==> src/rtl/spdif_tx_scheduler.sv <==
// spdif_tx_scheduler: NCO en_2x generator, sample-pair FIFO and frame sequencer for an S/PDIF transmitter.
// Latency: o_en_2x is a registered NCO carry; o_drdy and data register one cycle after the frame's last en_2x.
// Backpressure: o_ready (registered) drops when the FIFO is full; an empty FIFO at a frame boundary flags underrun.
// Optional feature macro: SPDIF_SCHED_MUTE_EN (mute underrun frames instead of repeating the last pair).
module spdif_tx_scheduler #(
  parameter int NCO_W   = 24,
  parameter int FIFO_AW = 2
) (
  input  logic               i_clk,
  input  logic               i_rst,
  input  logic               i_enable,
  input  logic [NCO_W-1:0]   i_nco_inc,
  input  logic [23:0]        i_ldata,
  input  logic [23:0]        i_rdata,
  input  logic               i_valid,
  output logic               o_ready,
  output logic               o_en_2x,
  output logic [23:0]        o_ldata,
  output logic [23:0]        o_rdata,
  output logic               o_drdy,
  output logic               o_running,
  output logic               o_underrun,
  output logic [15:0]        o_underrun_cnt,
  output logic [FIFO_AW:0]   o_fifo_level
);

  localparam int                LW       = FIFO_AW + 1;
  localparam int                DEPTH    = 1 << FIFO_AW;
  localparam logic [LW-1:0]     LVL_FULL = LW'(DEPTH);
  localparam logic [NCO_W-1:0]  INC_MASK = {1'b0, {(NCO_W-1){1'b1}}};

  typedef enum logic [1:0] {S_IDLE, S_PRIME, S_RUN} state_t;

  state_t               r_state;
  state_t               w_state_nxt;

  logic [47:0]          r_mem [DEPTH];
  logic [FIFO_AW-1:0]   r_wptr;
  logic [FIFO_AW-1:0]   r_rptr;
  logic [LW-1:0]        r_level;
  logic [LW-1:0]        w_level_nxt;
  logic                 r_ready;
  logic                 w_push;
  logic                 w_pop;
  logic                 w_load;
  logic                 w_underrun;
  logic                 w_frame_end;

  logic [NCO_W-1:0]     r_acc;
  logic [NCO_W-1:0]     w_inc;
  logic [NCO_W:0]       w_sum;
  logic                 r_en_2x;
  logic [6:0]           r_pcnt;

  logic                 r_drdy;
  logic                 r_underrun;
  logic [15:0]          r_ucnt;
  logic [23:0]          r_ldata;
  logic [23:0]          r_rdata;

  assign w_push      = i_valid & r_ready;
  assign w_level_nxt = r_level + LW'(w_push) - LW'(w_pop);
  // Increment MSB is masked so the accumulator can never carry on two consecutive cycles.
  assign w_inc       = i_nco_inc & INC_MASK;
  assign w_sum       = {1'b0, r_acc} + {1'b0, w_inc};
  // Last en_2x of the frame is on the wire now; the boundary cycle is the next one.
  assign w_frame_end = (r_state == S_RUN) & r_en_2x & (r_pcnt == 7'd127);

  // State register.
  always_ff @(posedge i_clk) begin
    if (i_rst) r_state <= S_IDLE;
    else       r_state <= w_state_nxt;
  end

  // Next-state logic and the pop / load / underrun decisions taken at frame edges.
  always_comb begin
    w_state_nxt = r_state;
    w_pop       = 1'b0;
    w_load      = 1'b0;
    w_underrun  = 1'b0;
    case (r_state)
      S_IDLE: begin
        if (i_enable) w_state_nxt = S_PRIME;
      end
      S_PRIME: begin
        if (!i_enable) begin
          w_state_nxt = S_IDLE;
        end else if (r_level != '0) begin
          w_pop       = 1'b1;
          w_load      = 1'b1;
          w_state_nxt = S_RUN;
        end
      end
      S_RUN: begin
        if (w_frame_end) begin
          if (!i_enable) begin
            w_state_nxt = S_IDLE;
          end else if (r_level != '0) begin
            w_pop  = 1'b1;
            w_load = 1'b1;
          end else begin
            w_underrun = 1'b1;
          end
        end
      end
      default: w_state_nxt = S_IDLE;
    endcase
  end

  // FIFO storage; contents need no reset because the pointers define validity.
  always_ff @(posedge i_clk) begin
    if (w_push) r_mem[r_wptr] <= {i_ldata, i_rdata};
  end

  // FIFO pointers, occupancy and registered ready (not full in the coming cycle).
  always_ff @(posedge i_clk) begin
    if (i_rst) begin
      r_wptr  <= '0;
      r_rptr  <= '0;
      r_level <= '0;
      r_ready <= 1'b0;
    end else begin
      if (w_push) r_wptr <= r_wptr + 1'b1;
      if (w_pop)  r_rptr <= r_rptr + 1'b1;
      r_level <= w_level_nxt;
      r_ready <= (w_level_nxt != LVL_FULL);
    end
  end

  // NCO and pulse counter run only in RUN; elsewhere they are held at zero.
  always_ff @(posedge i_clk) begin
    if (i_rst) begin
      r_acc   <= '0;
      r_en_2x <= 1'b0;
      r_pcnt  <= '0;
    end else if (r_state == S_RUN) begin
      r_acc   <= w_sum[NCO_W-1:0];
      r_en_2x <= w_sum[NCO_W];
      if (r_en_2x) r_pcnt <= r_pcnt + 7'd1;
    end else begin
      r_acc   <= '0;
      r_en_2x <= 1'b0;
      r_pcnt  <= '0;
    end
  end

  // Transmitter-facing data, frame strobe and underrun accounting.
  always_ff @(posedge i_clk) begin
    if (i_rst) begin
      r_ldata    <= '0;
      r_rdata    <= '0;
      r_drdy     <= 1'b0;
      r_underrun <= 1'b0;
      r_ucnt     <= '0;
    end else begin
      r_drdy     <= w_load | w_underrun;
      r_underrun <= w_underrun;
      if (w_underrun && (r_ucnt != 16'hFFFF)) r_ucnt <= r_ucnt + 16'd1;
      if (w_load) begin
        r_ldata <= r_mem[r_rptr][47:24];
        r_rdata <= r_mem[r_rptr][23:0];
      end else if (w_underrun) begin
`ifdef SPDIF_SCHED_MUTE_EN
        r_ldata <= '0;
        r_rdata <= '0;
`else
        r_ldata <= r_ldata;
        r_rdata <= r_rdata;
`endif
      end
    end
  end

  assign o_ready        = r_ready;
  assign o_en_2x        = r_en_2x;
  assign o_ldata        = r_ldata;
  assign o_rdata        = r_rdata;
  assign o_drdy         = r_drdy;
  assign o_running      = (r_state == S_RUN);
  assign o_underrun     = r_underrun;
  assign o_underrun_cnt = r_ucnt;
  assign o_fifo_level   = r_level;

endmodule

==> config.mk <==
export PLATFORM = sky130hd
export DESIGN_NAME = spdif_tx_scheduler
export DESIGN_NICKNAME = d
export VERILOG_FILES = /design/src/rtl/spdif_tx_scheduler.sv
export SDC_FILE = /design/constraint.sdc
export NUM_CORES = 1
export LEC_CHECK = 0
export CAP_MARGIN = 40
export CORE_MARGIN = 2
export CORE_UTILIZATION = 49
export DETAILED_ROUTE_END_ITERATION = 10
export GPL_ROUTABILITY_DRIVEN = 0
export HOLD_SLACK_MARGIN = 0.08
export PLACE_DENSITY_LB_ADDON = 0.1
export SLEW_MARGIN = 0
export SYNTH_ARGS = -nofsm -noshare
export SYNTH_HDL_FRONTEND = slang
export SYNTH_SLANG_ARGS = --single-unit
==> constraint.sdc <==
create_clock -name i_clk -period 5.5 [get_ports i_clk]
set_input_delay 0.55 -clock i_clk [delete_from_list [all_inputs] [get_ports i_clk]]
set_output_delay 0.55 -clock i_clk [all_outputs]
set_load 0.05 [all_outputs]
# Yosys cells after proc, flatten, opt, wreduce, memory -nomap -nowiden
# Memories as Yosys holds them, arrays and structs flattened. A register that Yosys moved wholly into a read port is not among the register bits.
# Index checks and enable logic that the tools add are counted.
# totals
mem_bits_rw,192
wordCells,54
in_bits,76
output_inout_bits,72
ff_bits,60
memories,1
# mem_list
memory,depth,width,rd,rd_ports_with_merged_regs,wr,line_no,source
r_mem,4,48,1,1,1,37,logic [47:0] r_mem [DEPTH];
# op_classes
eq_ne,9
n_addsub,7
mux,16
n_bitwise,5
reduce_logical,5
# ops
cell,count
adder 24 x 23 -> 25 bit,1
"adder 16 x 1 -> 16 bit, second input constant",1
"inequality test 16 bit, second input constant",1
two-way mux 2 bit,5
two-way mux 1 bit,9
"adder 7 x 1 -> 7 bit, second input constant",1
"equality test 7 bit, second input constant",1
"inequality test 3 bit, second input constant",2
one-hot mux 2 bit (3 select lines),1
"adder 2 x 1 -> 2 bit, second input constant",2
"inequality test 2 bit, second input constant",2
AND reduction 4 bit,1
adder 3 x 1 -> 3 bit,1
AND 1 bit,3
nonzero test 3 bit,1
subtractor 3 x 1 -> 3 bit,1
"equality test 2 x 1 -> 1 bit, second input constant",1
"equality test 2 bit, second input constant",1
zero test 2 bit,1
"inequality test 2 x 1 -> 1 bit, second input constant",1
one-hot mux 1 bit (2 select lines),1
OR reduction 2 bit,1
logical AND 1 bit,1
NOT 1 bit,1
bitwise OR 1 bit,1

# Longest topological paths before layout
# logic_depth
depth_word,7
ltp_mapped,16
mapped_depth_nobuf,15

# Worst setup path before layout
# OpenSTA, ideal clock, no wires.
# synth_timing
kind,flip-flop to flip-flop
from,"register r_en_2x, in the netlist o_en_2x"
to,"register r_ready, in the netlist o_ready"
setup_slack_ns,2.250
arrival_time_ns,3.122
period_less_slack_ns,3.250
setup_ns,0.128
path_buffers,1
stages_incl_launch_ff,16
cell_sequence,dfxtp_1 -> nand4_2 -> nor3_2 -> and2_1 -> o2111ai_2 -> inv_2 -> buf_2 -> ha_1 -> inv_1 -> ha_1 -> inv_1 -> fa_1 -> xor2_1 -> xnor2_1 -> nor3b_1 -> nor2_1
# synth_via
elab_chain_len,6
# synth_rtl
element,line_no,source
"start, declared",52,logic r_en_2x;
"start signal, assigned",138,r_en_2x <= w_sum[NCO_W];
AND 1 bit (2 in series),67,assign w_frame_end = (r_state == S_RUN) & r_en_2x & (r_pcnt == 7'd127);
two-way mux 1 bit,n/a,
one-hot mux 1 bit (2 select lines),n/a,
named net w_load,45,logic w_load;
subtractor 3 x 1 -> 3 bit,62,assign w_level_nxt = r_level + LW'(w_push) - LW'(w_pop);
inequality test 3 bit,126,r_ready <= (w_level_nxt != LVL_FULL);
"end signal, assigned",126,
"end, declared",42,logic r_ready;
# The timed path passes the listed nets, and every way through them passes these cells.
# A chain may end at the register's enable or synchronous reset.

# Worst setup path in the final report
# layout_timing
from,register r_pcnt[0]
to,"register r_ready, in the netlist o_ready"
# layout_via
elab_chain_len,6
# layout_rtl
element,line_no,source
"start, declared",53,logic [6:0] r_pcnt;
"start signal, assigned",139,if (r_en_2x) r_pcnt <= r_pcnt + 7'd1;
equality test 7 bit,67,
AND 1 bit,67,
two-way mux 1 bit,95,if (w_frame_end) begin
one-hot mux 1 bit (2 select lines),81,case (r_state)
subtractor 3 x 1 -> 3 bit,62,
inequality test 3 bit,126,
# Every way passes these cells.

==> impl_metrics.json <==
{
  "setup_viol": 0,
  "start_util": 0.4959,
  "synth.distinct_cells": 58,
  "cp_num_buf_inv": 3,
  "min_period_ps": 2866,
  "hp-start": "i_rst",
  "slew_viol_final": 0,
  "cts_hold_buf": 0,
  "vias_per_cell": 5.355,
  "ioPinCount": 148,
  "clock-sinks": 300,
  "synthFlopType": "edfxtp_1",
  "fin_nets": 1123,
  "core_mm2": 0.02418,
  "post-route-period-util": 0.5211,
  "wl_per_cell_um": 17.54,
  "crit_top_cell": "ha_1",
  "drc": 0,
  "rows": 57,
  "drt-total-wl_um": 23830,
  "clk_pin_slew_ps": 60,
  "holdCritPathClass": "input port to register",
  "fin_skew_ps": 27.73,
  "dpl.hpwl_um": 14720,
  "worstPathCellList": "ha_1 -> nand4_2 -> nor3_2 -> and2_1 -> o2111ai_4 -> inv_2 -> ha_1 -> inv_1 -> ha_1 -> inv_1 -> fa_1 -> xor2_1 -> xnor2_1 -> nor3b_1 -> nor2_1",
  "numCtsBuffers": 30,
  "fmax_mhz": 348.9,
  "async_flop_share": 0,
  "h-tree-depth": 1,
  "ys_warn_count": 0,
  "finalHoldViolCount": 0,
  "cts_tree": "done",
  "antenna_found_initial": 1,
  "grt_overflow": 0,
  "slew-limit-headroom": 0.4812,
  "dp_worst_setup_slack_ps": 2375,
  "ctsResizeCount": 0,
  "netlist_area_mm2": 0.01199,
  "syn_avg_cell_area_um2": 13.97,
  "syn-num-nets": 970,
  "min_path_cells": 2,
  "diodes": 0,
  "cp_top_family": "adder cells",
  "setup_slack_ps": 2634,
  "clk_latency_ps": 560,
  "yosysSeqAreaShare": 0.6612,
  "rsz0062_at_grt": "no",
  "drt_iter0_drc": 422,
  "route.vias.total": 7277,
  "slowest_stage": "dfxtp_1",
  "tightestPinTransition_ps": 778.2,
  "grt_pass1_wl_um": 38610,
  "dieArea_mm2": 0.02573,
  "drive_gt1_frac": 0.1227,
  "crit_required_ps": 5930,
  "postCtsSetupBuffers": 0,
  "worstReg2RegEnd": "o_ready$_SDFF_PP0_",
  "cp.arrival_ps": 3300,
  "portBuffers": 146,
  "whs_ps": 331.8,
  "synth_edf_count": 192,
  "dr.pass1.iters": 5,
  "critical_path_class": "register to register",
  "cts_buffer_depth": 3,
  "ir_drop_v": 0.0002336,
  "leakagePower_nw": 5.033,
  "grt_max_degree": 51,
  "start_kind": "register",
  "grt_pass1_vias": 7449,
  "die_y_um": 160.4,
  "syn_inst": 858,
  "setup_tns_ps": 0,
  "fillers": 1872,
  "synthToLayoutAreaGrowth_pct": 24.02,
  "reg2regPathDepth": 15,
  "antenna_left": 0,
  "die-width_um": 160.4,
  "status": "finished clean",
  "cap_violations": 0,
  "synth_area_leaders": "edfxtp_1 48%, dfxtp_1 18%, mux4_2 9.0%, nand2_1 3.9%, ha_1 3.5%",
  "track_usage": 0.1875,
  "power_per_cell_area_mw_per_mm2": 330.4,
  "max_stage_delay_ps": 370,
  "rrSetupSlack_ps": 2630,
  "worst_hold_path.endpoint": "o_ldata[12]$_SDFFE_PP0P_",
  "crit_path_end_kind": "register",
  "yosys.area.top_type": "edfxtp_1",
  "synth_top_area_frac": 0.4809,
  "root_buffer": "clkbuf_16",
  "synth_seq_cells": 300,
  "rr_startpoint": "r_pcnt[0]$_SDFFE_PP0P_",
  "path_max_fanout": 3
}
[worst reg2reg max path, stage by stage (launching register included)]
cell,delay [ps]
dfxtp_1,370
ha_1,200
nand4_2,170
nor3_2,210
and2_1,210
o2111ai_4,120
inv_2,90
ha_1,220
inv_1,60
ha_1,130
inv_1,40
fa_1,370
xor2_1,160
xnor2_1,140
nor3b_1,200
nor2_1,50
[area by class of cell]
| class | instances | area (um^2) | area share |
|---|---|---|---|
| clock buffer | 43 | 833.3 | 0.05604 |
| clock inverter | 13 | 193.9 | 0.01304 |
| inverter | 12 | 45.04 | 0.003029 |
| sequential | 300 | 7933 | 0.5335 |
| tap | 324 | 405.4 | 0.02726 |
| timing repair buffer | 157 | 1579 | 0.1062 |
| multi-input combinational | 510 | 3880 | 0.2609 |
[cells in the final DEF, fill, tap and decap left out, drive strengths merged, types with 9 or more instances in the layout]
master,synthesis,layout
dfxtp,108,108
nor2,53,53
xnor2,17,17
mux4,48,48
inv,12,12
nor3,12,12
o21ai,16,16
buf,11,12
xor2,21,21
nand3,15,15
clkbuf,25,43
edfxtp,192,192
and3,10,10
nand2,125,125
clkdlybuf4s50,0,145
ha,34,34
a21o,9,9
a21oi,80,80
[state kept, by name, summed over array words and instances (netlist names)]
name            count
r_mem             192
r_pcnt              7
r_rptr              2
o_fifo_level        3
o_drdy              1
o_underrun          1
r_acc              24
r_state             2
r_wptr              2
o_underrun_cnt     16
o_rdata            24
o_ldata            24
o_en_2x             1
o_ready             1
[routing by layer]
metal,track usage,wire length (um)
met1,0.2501,10650
met2,0.3225,11700
met3,0.03564,1079
met4,0.04095,402
met5,0,0
[where the power goes]
group	leakage, nW	switching (mW)	internal, mW
clock network	0.496	0.828	1.25
registers	2.62	0.0257	2.47
logic	1.92	0.191	0.153
[synthesized netlist by cell type, drive strengths merged, types with 3 or more instances]
master  instances
o21bai          4
nor2           53
clkbuf         25
a31oi           3
ha             34
and4            4
a21o            9
a211oi          4
nand3          15
inv            12
nand2         125
nand4           6
a21oi          80
and2            7
xor2           21
xnor2          17
buf            11
mux2i           4
and3           10
nor3           12
mux4           48
or3             5
o21ai          16
nor2b           3
dfxtp         108
nand2b          3
o21a            6
edfxtp        192
[cells by family (layout without fill, tap and decap cells)]
family,after synthesis,after routing,share of synthesized area
buffers and inverters,48,225,0.01649
AO/OA/AOI/OAI,137,137,0.06846
multiplexers,52,52,0.09351
flip-flops,300,300,0.6612
adder cells (fa/ha/maj),36,36,0.03882
AND/OR/NAND/NOR,247,247,0.09372
XOR/XNOR,38,38,0.02776
[worst max-delay path by stage]
| stage | from | slack (ps) | to | cells after the start |
|---|---|---|---|---|
| after floorplan | o_en_2x$_SDFF_PP0_ | 2250 | o_ready$_SDFF_PP0_ | 15 |
| after global placement | i_nco_inc[0] | 2400 | o_en_2x$_SDFF_PP0_ | 10 |
| after detailed placement | i_nco_inc[1] | 2370 | r_acc[23]$_SDFF_PP0_ | 9 |
| after CTS | r_pcnt[0]$_SDFFE_PP0P_ | 2630 | o_ready$_SDFF_PP0_ | 15 |
| after global routing | r_pcnt[0]$_SDFFE_PP0P_ | 2360 | o_ready$_SDFF_PP0_ | 15 |
| final | r_pcnt[0]$_SDFFE_PP0P_ | 2630 | o_ready$_SDFF_PP0_ | 15 |
[stage by stage]
stage / utilization / power [mW] / instance area, um^2 / std cells
after floorplan: - / 2.744 / 11990 / 858
after detailed placement: 0.5725 / 2.891 / 13840 / 1303
after CTS: 0.6150 / 4.977 / 14870 / 1359
after global placement: 0.5699 / 2.882 / 13780 / 1300
final: 0.6150 / 4.913 / 14870 / 1359
after global routing: 0.6150 / 5.105 / 14870 / 1359
(Power assumes the default switching activity.)
